`src/rtl/bitsend.sv`:
```
// Host-to-keyboard PS/2 command transmitter: inhibits the bus, issues a start
// bit, shifts an odd-parity frame on device clock edges and collects the ack.
module bitsend #(
    parameter int INHIBIT_CYCLES = 5000,
    parameter int TIMEOUT_CYCLES = 100000
) (
    input  logic       clk,
    input  logic       reset,
    input  logic [7:0] din,
    input  logic       din_valid,
    input  logic       kbd_clk,
    input  logic       kbd_dat,
    output logic       kbd_clk_oe,
    output logic       kbd_dat_oe,
    output logic       ready,
    output logic       done,
    output logic       ack_ok,
    output logic       timeout
);

    localparam int INH_W = $clog2(INHIBIT_CYCLES + 1);
    localparam int WD_W  = $clog2(TIMEOUT_CYCLES + 1);

    typedef enum logic [2:0] {
        IDLE, INHIBIT, START, SEND, WAIT_ACK, WAIT_IDLE, FINISH
    } state_t;

    state_t           state, state_n;
    logic             kclk_p0, kclk_p1, kclk_p2;
    logic             kdat_p0, kdat_p1;
    logic [INH_W-1:0] inh_cnt;
    logic [WD_W-1:0]  wd_cnt;
    logic [3:0]       edge_cnt;
    logic [9:0]       sreg;
    logic             dat_oe_r;
    logic             ack_r;
    logic             to_flag;
    logic             fall_edge, any_edge, wd_expire, line_active;

    // Pad synchronizers: p1 is the synchronized level, p2 its previous value
    assign fall_edge   = kclk_p2 & ~kclk_p1;
    assign any_edge    = kclk_p2 ^ kclk_p1;
    assign line_active = (state == SEND) || (state == WAIT_ACK) || (state == WAIT_IDLE);
    assign wd_expire   = line_active && (wd_cnt == WD_W'(TIMEOUT_CYCLES));

    always_comb begin
        state_n = state;
        case (state)
            IDLE:      if (din_valid) state_n = INHIBIT;
            INHIBIT:   if (inh_cnt == INH_W'(INHIBIT_CYCLES - 1)) state_n = START;
            START:     state_n = SEND;
            SEND:      if (fall_edge && edge_cnt == 4'd9) state_n = WAIT_ACK;
            WAIT_ACK:  if (fall_edge) state_n = WAIT_IDLE;
            WAIT_IDLE: if (kclk_p1 && kdat_p1) state_n = FINISH;
            FINISH:    state_n = IDLE;
            default:   state_n = IDLE;
        endcase
        if (wd_expire) state_n = FINISH;
    end

    assign ready      = (state == IDLE);
    assign kbd_clk_oe = (state == INHIBIT) || (state == START);
    assign kbd_dat_oe = dat_oe_r;
    assign done       = (state == FINISH);
    assign timeout    = done & to_flag;
    assign ack_ok     = done & ack_r & ~to_flag;

    always_ff @(posedge clk) begin
        if (reset) begin
            state    <= IDLE;
            kclk_p0  <= 1'b1;
            kclk_p1  <= 1'b1;
            kclk_p2  <= 1'b1;
            kdat_p0  <= 1'b1;
            kdat_p1  <= 1'b1;
            inh_cnt  <= '0;
            wd_cnt   <= '0;
            edge_cnt <= '0;
            sreg     <= '0;
            dat_oe_r <= 1'b0;
            ack_r    <= 1'b0;
            to_flag  <= 1'b0;
        end else begin
            kclk_p0 <= kbd_clk;
            kclk_p1 <= kclk_p0;
            kclk_p2 <= kclk_p1;
            kdat_p0 <= kbd_dat;
            kdat_p1 <= kdat_p0;
            state   <= state_n;

            // Watchdog restarts on any clock-line activity and on every state change
            if (state_n != state || any_edge)
                wd_cnt <= '0;
            else if (wd_cnt != WD_W'(TIMEOUT_CYCLES))
                wd_cnt <= wd_cnt + 1'b1;

            case (state)
                IDLE: begin
                    dat_oe_r <= 1'b0;
                    if (din_valid) begin
                        sreg     <= {1'b1, ~^din, din};
                        inh_cnt  <= '0;
                        edge_cnt <= '0;
                        ack_r    <= 1'b0;
                        to_flag  <= 1'b0;
                    end
                end
                INHIBIT: begin
                    inh_cnt <= inh_cnt + 1'b1;
                    if (state_n == START) dat_oe_r <= 1'b1;
                end
                SEND: begin
                    // Data only moves while the device holds the clock low
                    if (fall_edge) begin
                        dat_oe_r <= ~sreg[0];
                        sreg     <= {1'b0, sreg[9:1]};
                        edge_cnt <= edge_cnt + 4'd1;
                    end
                end
                WAIT_ACK: begin
                    if (fall_edge) ack_r <= ~kdat_p1;
                end
                FINISH: dat_oe_r <= 1'b0;
                default: ;
            endcase

            if (wd_expire) begin
                dat_oe_r <= 1'b0;
                to_flag  <= 1'b1;
            end
        end
    end

endmodule
```
`config.mk`:
```
export PLATFORM = sky130hd
export DESIGN_NAME = bitsend
export DESIGN_NICKNAME = d
export VERILOG_FILES = /design/src/rtl/bitsend.sv
export SDC_FILE = /design/constraint.sdc
export NUM_CORES = 1
export LEC_CHECK = 0
export BUFFER_PORTS_ARGS = -buffer_cell sky130_fd_sc_hd__buf_2
export CORE_MARGIN = 4
export CORE_UTILIZATION = 55
export CTS_CLUSTER_SIZE = 25
export DETAILED_ROUTE_END_ITERATION = 8
export PLACE_DENSITY = 0.74
export SYNTH_ARGS = -nofsm -noshare
export SYNTH_HDL_FRONTEND = slang
export SYNTH_SLANG_ARGS = --single-unit
```
`constraint.sdc`:
```
create_clock -name clk -period 2.3 [get_ports clk]
set_clock_uncertainty 0.2 [all_clocks]
set_input_delay 0.115 -clock clk [delete_from_list [all_inputs] [get_ports clk]]
set_output_delay 0.115 -clock clk [all_outputs]
set_load 0.02 [all_outputs]
```
==> results of run 1 <==
synth_stat cells, drive strengths merged (3+ instances only):
library cell and count:
dfxtp 55, nor2 34, nand2 29, nor3 29, mux2i 15, a21oi 14, buf 14, nand3 14
xnor2 13, xor2 11, a211oi 10, nand4 10, or2 7, clkbuf 6, ha 6, inv 5
mux2 5, nor2b 5, o21ai 5, nand3b 4, nor4 4, a311oi 3, and3 3, and4 3
o31ai 3
registers in the layout, indices dropped and copies added, names as in the netlist, 3 cells and up:
name and cells:
edge_cnt 4, inh_cnt 13, sreg 10, state 3
wd_cnt 17
worst max-delay path by stage:
| stage | to | slack (ns) | cells past startpoint | start |
|---|---|---|---|---|
| after floorplan | wd_cnt[16]$_SDFFE_PP0P_ | 0.19 | 9 | wd_cnt[0]$_SDFFE_PP0P_ |
| after global placement | wd_cnt[5]$_SDFFE_PP0P_ | 0.28 | 7 | inh_cnt[0]$_SDFFE_PP0P_ |
| after detailed placement | wd_cnt[5]$_SDFFE_PP0P_ | 0.21 | 8 | wd_cnt[0]$_SDFFE_PP0P_ |
| after CTS | wd_cnt[5]$_SDFFE_PP0P_ | 0.18 | 8 | wd_cnt[0]$_SDFFE_PP0P_ |
| after global routing | wd_cnt[5]$_SDFFE_PP0P_ | 0.008 | 8 | wd_cnt[0]$_SDFFE_PP0P_ |
| final | wd_cnt[5]$_SDFFE_PP0P_ | 0.18 | 8 | wd_cnt[0]$_SDFFE_PP0P_ |
report_power, final:
part           switching, W  internal [W]
Sequential        0.0000193      0.000980
Combinational      0.000135      0.000112
Clock              0.000302      0.000353
Total              0.000457       0.00144
per-layer routing:
layer	routed length, um	vias to the layer above
li1	-	1242
met1	2780	1116
met2	3040	29
met3	145	9
met4	90	0
met5	0	-
worst max-delay path, cell delays in order, from the launching register on:
cell,delay (ns)
dfxtp_1,0.34
inv_1,0.10
ha_1,0.15
and4bb_2,0.24
and4_1,0.29
nand2_1,0.17
a32oi_4,0.25
buf_12,0.19
nor3_1,0.07
layout make-up:
type / instances / area share [%]
clock inverter: 2 / 1.03
timing repair buffer: 42 / 9.77
sequential: 55 / 32.3
inverter: 5 / 0.551
multi-input combinational: 252 / 51.3
tap: 70 / 2.57
clock buffer: 6 / 2.42
stage by stage:
stage	total power (W)	utilization (%)	hold slack, ns	instances	worst slack, ns
floorplan	0.00118	-	0.0188	332	0.189
global placement	0.00125	61.3	0.0964	414	0.276
detailed placement	0.00125	61.3	0.104	414	0.205
CTS	0.00192	65.5	0.0130	432	0.184
global route	0.00200	65.5	0.0149	432	0.00754
finish	0.00190	65.5	0.0236	432	0.182
logic make-up after synthesis:
kind of cell	Yosys count	synth area share [%]
AO/OA/AOI/OAI	43	10.1
XOR/XNOR	24	7.00
adder cells (fa/ha/maj)	6	2.50
buffers and inverters	25	5.04
flip-flops	55	36.7
multiplexers	20	6.88
AND/OR/NAND/NOR	159	31.8
placed cells by master, fill, tap and decap left out, drive strengths merged, types with 2 or more instances in the layout:
cell type	n
dfxtp	55
nor2	34
buf	32
nand2	29
nor3	29
mux2i	15
nand3	14
a21oi	14
xnor2	13
xor2	11
nand4	10
dlygate4sd3	10
a211oi	10
or2	7
ha	6
clkbuf	6
inv	5
nor2b	5
o21ai	5
mux2	5
nand3b	4
nor4	4
and3	3
and4	3
o31ai	3
a311oi	3
or4b	2
and4b	2
a31oi	2
nor3b	2
or4	2
==> results.toml, run 1 <==
[outcome]
outcome = "finished clean"

[logic_synthesis]
ys_ff_latch = 55
ys_warn_count = 0
synth_cells = 332
ys_seq_area_share_pct = 36.7
synthArstFlopShare_pct = 0
netlist_area_um2 = 3000
ys_types = 59
dominantRegCellSynth = "dfxtp_1"
synthTopCellsByArea = "dfxtp_1 (37%), mux2i_1 (5.0%), nor2_1 (4.3%), xnor2_1 (3.8%), nand2_1 (3.5%)"
synth_top_area_share_pct = 36.7
synth_edf_count = 0
synth_nets = 351
yosys.area.top_type = "dfxtp_1"
avgSynthCellArea_um2 = 9.04

[critical_path]
endpoint_kind = "flip-flop"
arrival_ns = 2.12
r2r_slack_ns = 0.18
path_class = "reg -> reg"
ff2ff_path_depth = 8
r2r-start = "wd_cnt[0]$_SDFFE_PP0P_"
path_max_fanout = 17
r2r-end = "wd_cnt[5]$_SDFFE_PP0P_"
critPathRequiredTime_ns = 2.30
cp-start-kind = "flip-flop"

[cts]
numCtsBuffers = 5
clock_sinks = 55
insertion_delay_ns = 0.30
cts_tree = "built"
cts_root_buf = "clkbuf_8"
clk_path_buf_depth = 2
h-tree-depth = 2
clkTransAtPathRegs_ns = 0.09
cts_setup_buffers = 0
cts_resized = 0
cts_hold_buf = 10

[global_route]
grt_use_total_pct = 19.8
use_met2_pct = 33.1
antenna_found_initial = 0
top_usage_layer = "met2"
grtUsageMet3_pct = 3.40
grt_pass1_wl_um = 10500
grt_overflow = 0
met1_usage_pct = 26.1
grt_max_degree = 24
grt_pass1_vias = 2283

[die]
io_pins = 19
start_util_pct = 57.7
die_y_um = 81.9
core_area_um2 = 5200
die_area_um2 = 6700
die_w_um = 81.9
rows = 26

[final_layout]
multi_input_area_um2 = 1750
finalInstanceArea_um2 = 3410
nets = 380
antenna_cells = 0
drive_gt1_share_pct = 19.6
seq_area_um2 = 1100
synthToLayoutAreaGrowth_pct = 13.5
fillers = 444

[route]
vias = 2396
antenna_left = 0
drtPass1Iterations = 4
viasPerCell = 5.55
wl_um = 6050
routedWlPerCell_um = 14.0
drt_iter0_drc = 101
drcViolationCount = 0

[timing]
tns_ns = 0
fin_crit_ns = 2.12
setup_viol_count_final = 0
worst_pin_slew_ns = 0.452
fin_crit_sh_pct = 92.1
slew_headroom_pct = 69.8
final_max_slew_viol_count = 0
grt_setup_unrepaired = "false"
final_hold_viol_count = 0
fmax_ghz = 0.472

[pwr]
p_leak_nw = 1.28
peakVddDrop_mv = 0.538
powerDensity_nw_per_um2 = 558

[placement]
placedInstanceArea_um2 = 3190
gp_congestion = 0.864
io_buffers = 18
dpl.hpwl_um = 4310

[hold_path]
whs_path_depth = 3
worstHoldStart = "din_valid"
hold_path.class = "in -> reg"
holdPathEnd = "edge_cnt[3]$_SDFFE_PP0P_"

[job]
max-cap-violations = 0
Note: power is estimated with default switching activity, not from simulation.
==> inputs of run 2 (changes only) <==
--- a/config.mk
+++ b/config.mk
@@ -10,6 +10,7 @@
 export CORE_UTILIZATION = 55
 export CTS_CLUSTER_SIZE = 25
 export DETAILED_ROUTE_END_ITERATION = 8
+export GPL_TIMING_DRIVEN = 0
 export PLACE_DENSITY = 0.74
 export SYNTH_ARGS = -nofsm -noshare
 export SYNTH_HDL_FRONTEND = slang
==> results.toml, run 2 (synthesis results as in run 1) <==
[final_layout]
nets = 387
synthToLayoutAreaGrowth_pct = 14.0
drive_gt1_share_pct = 19.2
antenna_cells = 0
final_cell_mix = "dfxtp_1 (55), nor2_1 (34), nand2_1 (28), buf_2 (22), nor3_1 (17)"
multi_input_area_um2 = 1750
finalInstanceArea_um2 = 3420
fillers = 432
seq_area_um2 = 1100
largest_register = "wd_cnt"
reg_top3 = "wd_cnt (17), inh_cnt (13), sreg (10)"
layout_commonest_cell = "dfxtp_1"
largest_reg_flops = 17

[pwr]
p_leak_nw = 1.28
p_total_w = 0.00199
switching_share_pct = 23.7
intPower_w = 0.00152
seq_power_share_pct = 50.1
power.switching_w = 0.000472
clkPwrFrac_pct = 37.6
powerDensity_nw_per_um2 = 582
peakVddDrop_mv = 0.519
combPwrFrac_pct = 12.3

[timing]
fin_crit_ns = 2.12
grt_setup_unrepaired = "false"
final_max_slew_viol_count = 0
worst_pin_slew_ns = 0.650
hold_ws_ns = 0.0203
slew_headroom_pct = 56.7
fin_crit_sh_pct = 92.1
setup_viol_count_final = 0
final_hold_viol_count = 0
fmax_ghz = 0.472

[hold_path]
hold_path.class = "in -> reg"
whs_path_depth = 3
worstHoldStart = "din[0]"
holdPathEnd = "sreg[0]$_SDFFE_PP0P_"

[die]
io_pins = 19
die_area_um2 = 6700
start_util_pct = 57.7
die_y_um = 81.9
core_area_um2 = 5200
rows = 26
die_w_um = 81.9

[route]
drcViolationCount = 0
drtPass1Iterations = 5
dr_wl_met3_um = 223
wl_um = 6260
viasPerCell = 5.72
routedWlPerCell_um = 14.3
drt_iter0_drc = 118
vias = 2513
met1_length_um = 2910
antenna_left = 0
route.top_layer_used = "met4"
dr_wl_met2_um = 3050

[placement]
dpl.hpwl_um = 4420
gp_congestion = 0.888
placedInstanceArea_um2 = 3180
io_buffers = 18

[critical_path]
slowest_stage = "dfxtp_1"
arrival_ns = 2.11
ff2ff_path_depth = 9
path_cells = "inv_1 > ha_1 > and4bb_2 > and4_1 > buf_6 > nand2_1 > a32oi_4 > buf_4 > nor3_1"
r2r-start = "wd_cnt[0]$_SDFFE_PP0P_"
critPathBufInv = 3
path_max_fanout = 7
cp-start-kind = "flip-flop"
path_class = "reg -> reg"
crit_family = "simple AND/OR/NAND/NOR gates"
r2r-end = "wd_cnt[3]$_SDFFE_PP0P_"
crit_cells = 9
r2r_slack_ns = 0.18
critPathRequiredTime_ns = 2.29
critPathLaunch = "wd_cnt[0]$_SDFFE_PP0P_"
endpoint_kind = "flip-flop"
slowest_delay_ns = 0.34

[cts]
clk_path_buf_depth = 2
h-tree-depth = 2
insertion_delay_ns = 0.30
clkTransAtPathRegs_ns = 0.09
clock_sinks = 55
numCtsBuffers = 5
cts_tree = "built"
cts_root_buf = "clkbuf_8"

[global_route]
grt_overflow = 0
antenna_found_initial = 0
grt_pass1_wl_um = 10700
grt_use_total_pct = 20.1
grt_max_degree = 17
grt_pass1_vias = 2327

[outcome]
outcome = "finished clean"

[job]
max-cap-violations = 0
-- run 2: worst max-delay path by stage --
stage	slack (ns)	end
floorplan	0.19	wd_cnt[16]$_SDFFE_PP0P_
global placement	-0.03	wd_cnt[16]$_SDFFE_PP0P_
detailed placement	-0.06	wd_cnt[12]$_SDFFE_PP0P_
CTS	0.01	wd_cnt[15]$_SDFFE_PP0P_
global route	0.02	ack_ok
finish	0.18	wd_cnt[3]$_SDFFE_PP0P_
-- run 2: power groups by stage --
stage                     clock network, W  registers (W)  logic, W
after floorplan                          0        0.00102  0.000167
after global placement                   0        0.00102  0.000223
after detailed placement                 0        0.00102  0.000227
after CTS                         0.000759       0.000998  0.000243
after global routing              0.000796        0.00100  0.000273
final                             0.000749       0.000998  0.000245
-- run 2: tightest hold or removal path, stage by stage --
cell,delay (ns)
buf_2,0.11
mux2i_1,0.15
a211oi_1,0.09
-- run 2: routing by layer --
layer  global-route usage (%)  vias to the layer above
met4                     4.49                        0
met3                     4.06                        6
li1                         -                     1263
met5                        0                        -
met1                     26.3                     1204
met2                     33.8                       40
-- run 2: final cells by class --
| cell class | instances | share of cell area (%) |
|---|---|---|
| clock buffer | 6 | 2.12 |
| buffer | 20 | 3.98 |
| tap | 70 | 2.56 |
| inverter | 5 | 0.548 |
| timing repair buffer | 29 | 5.70 |
| sequential | 55 | 32.2 |
| multi-input combinational | 252 | 51.2 |
| clock inverter | 2 | 1.75 |
-- run 2: metrics by stage --
step | setup TNS [ns] | utilization (%) | setup slack [ns] | instances
finish | 0 | 65.8 | 0.181 | 439
global route | 0 | 65.8 | 0.0160 | 439
CTS | 0 | 65.5 | 0.0144 | 438
detailed placement | -0.549 | 61.1 | -0.0590 | 420
global placement | -0.281 | 61.1 | -0.0289 | 420
floorplan | 0 | - | 0.189 | 332
-- run 2: repair_timing --
action	4_1_cts	5_1_grt
hold buffers	9	0
endpoints found under the hold margin	9	0
endpoints found under the setup margin	11	11
setup buffers	1	1
gates resized for setup	1	2
pin swaps	1	1
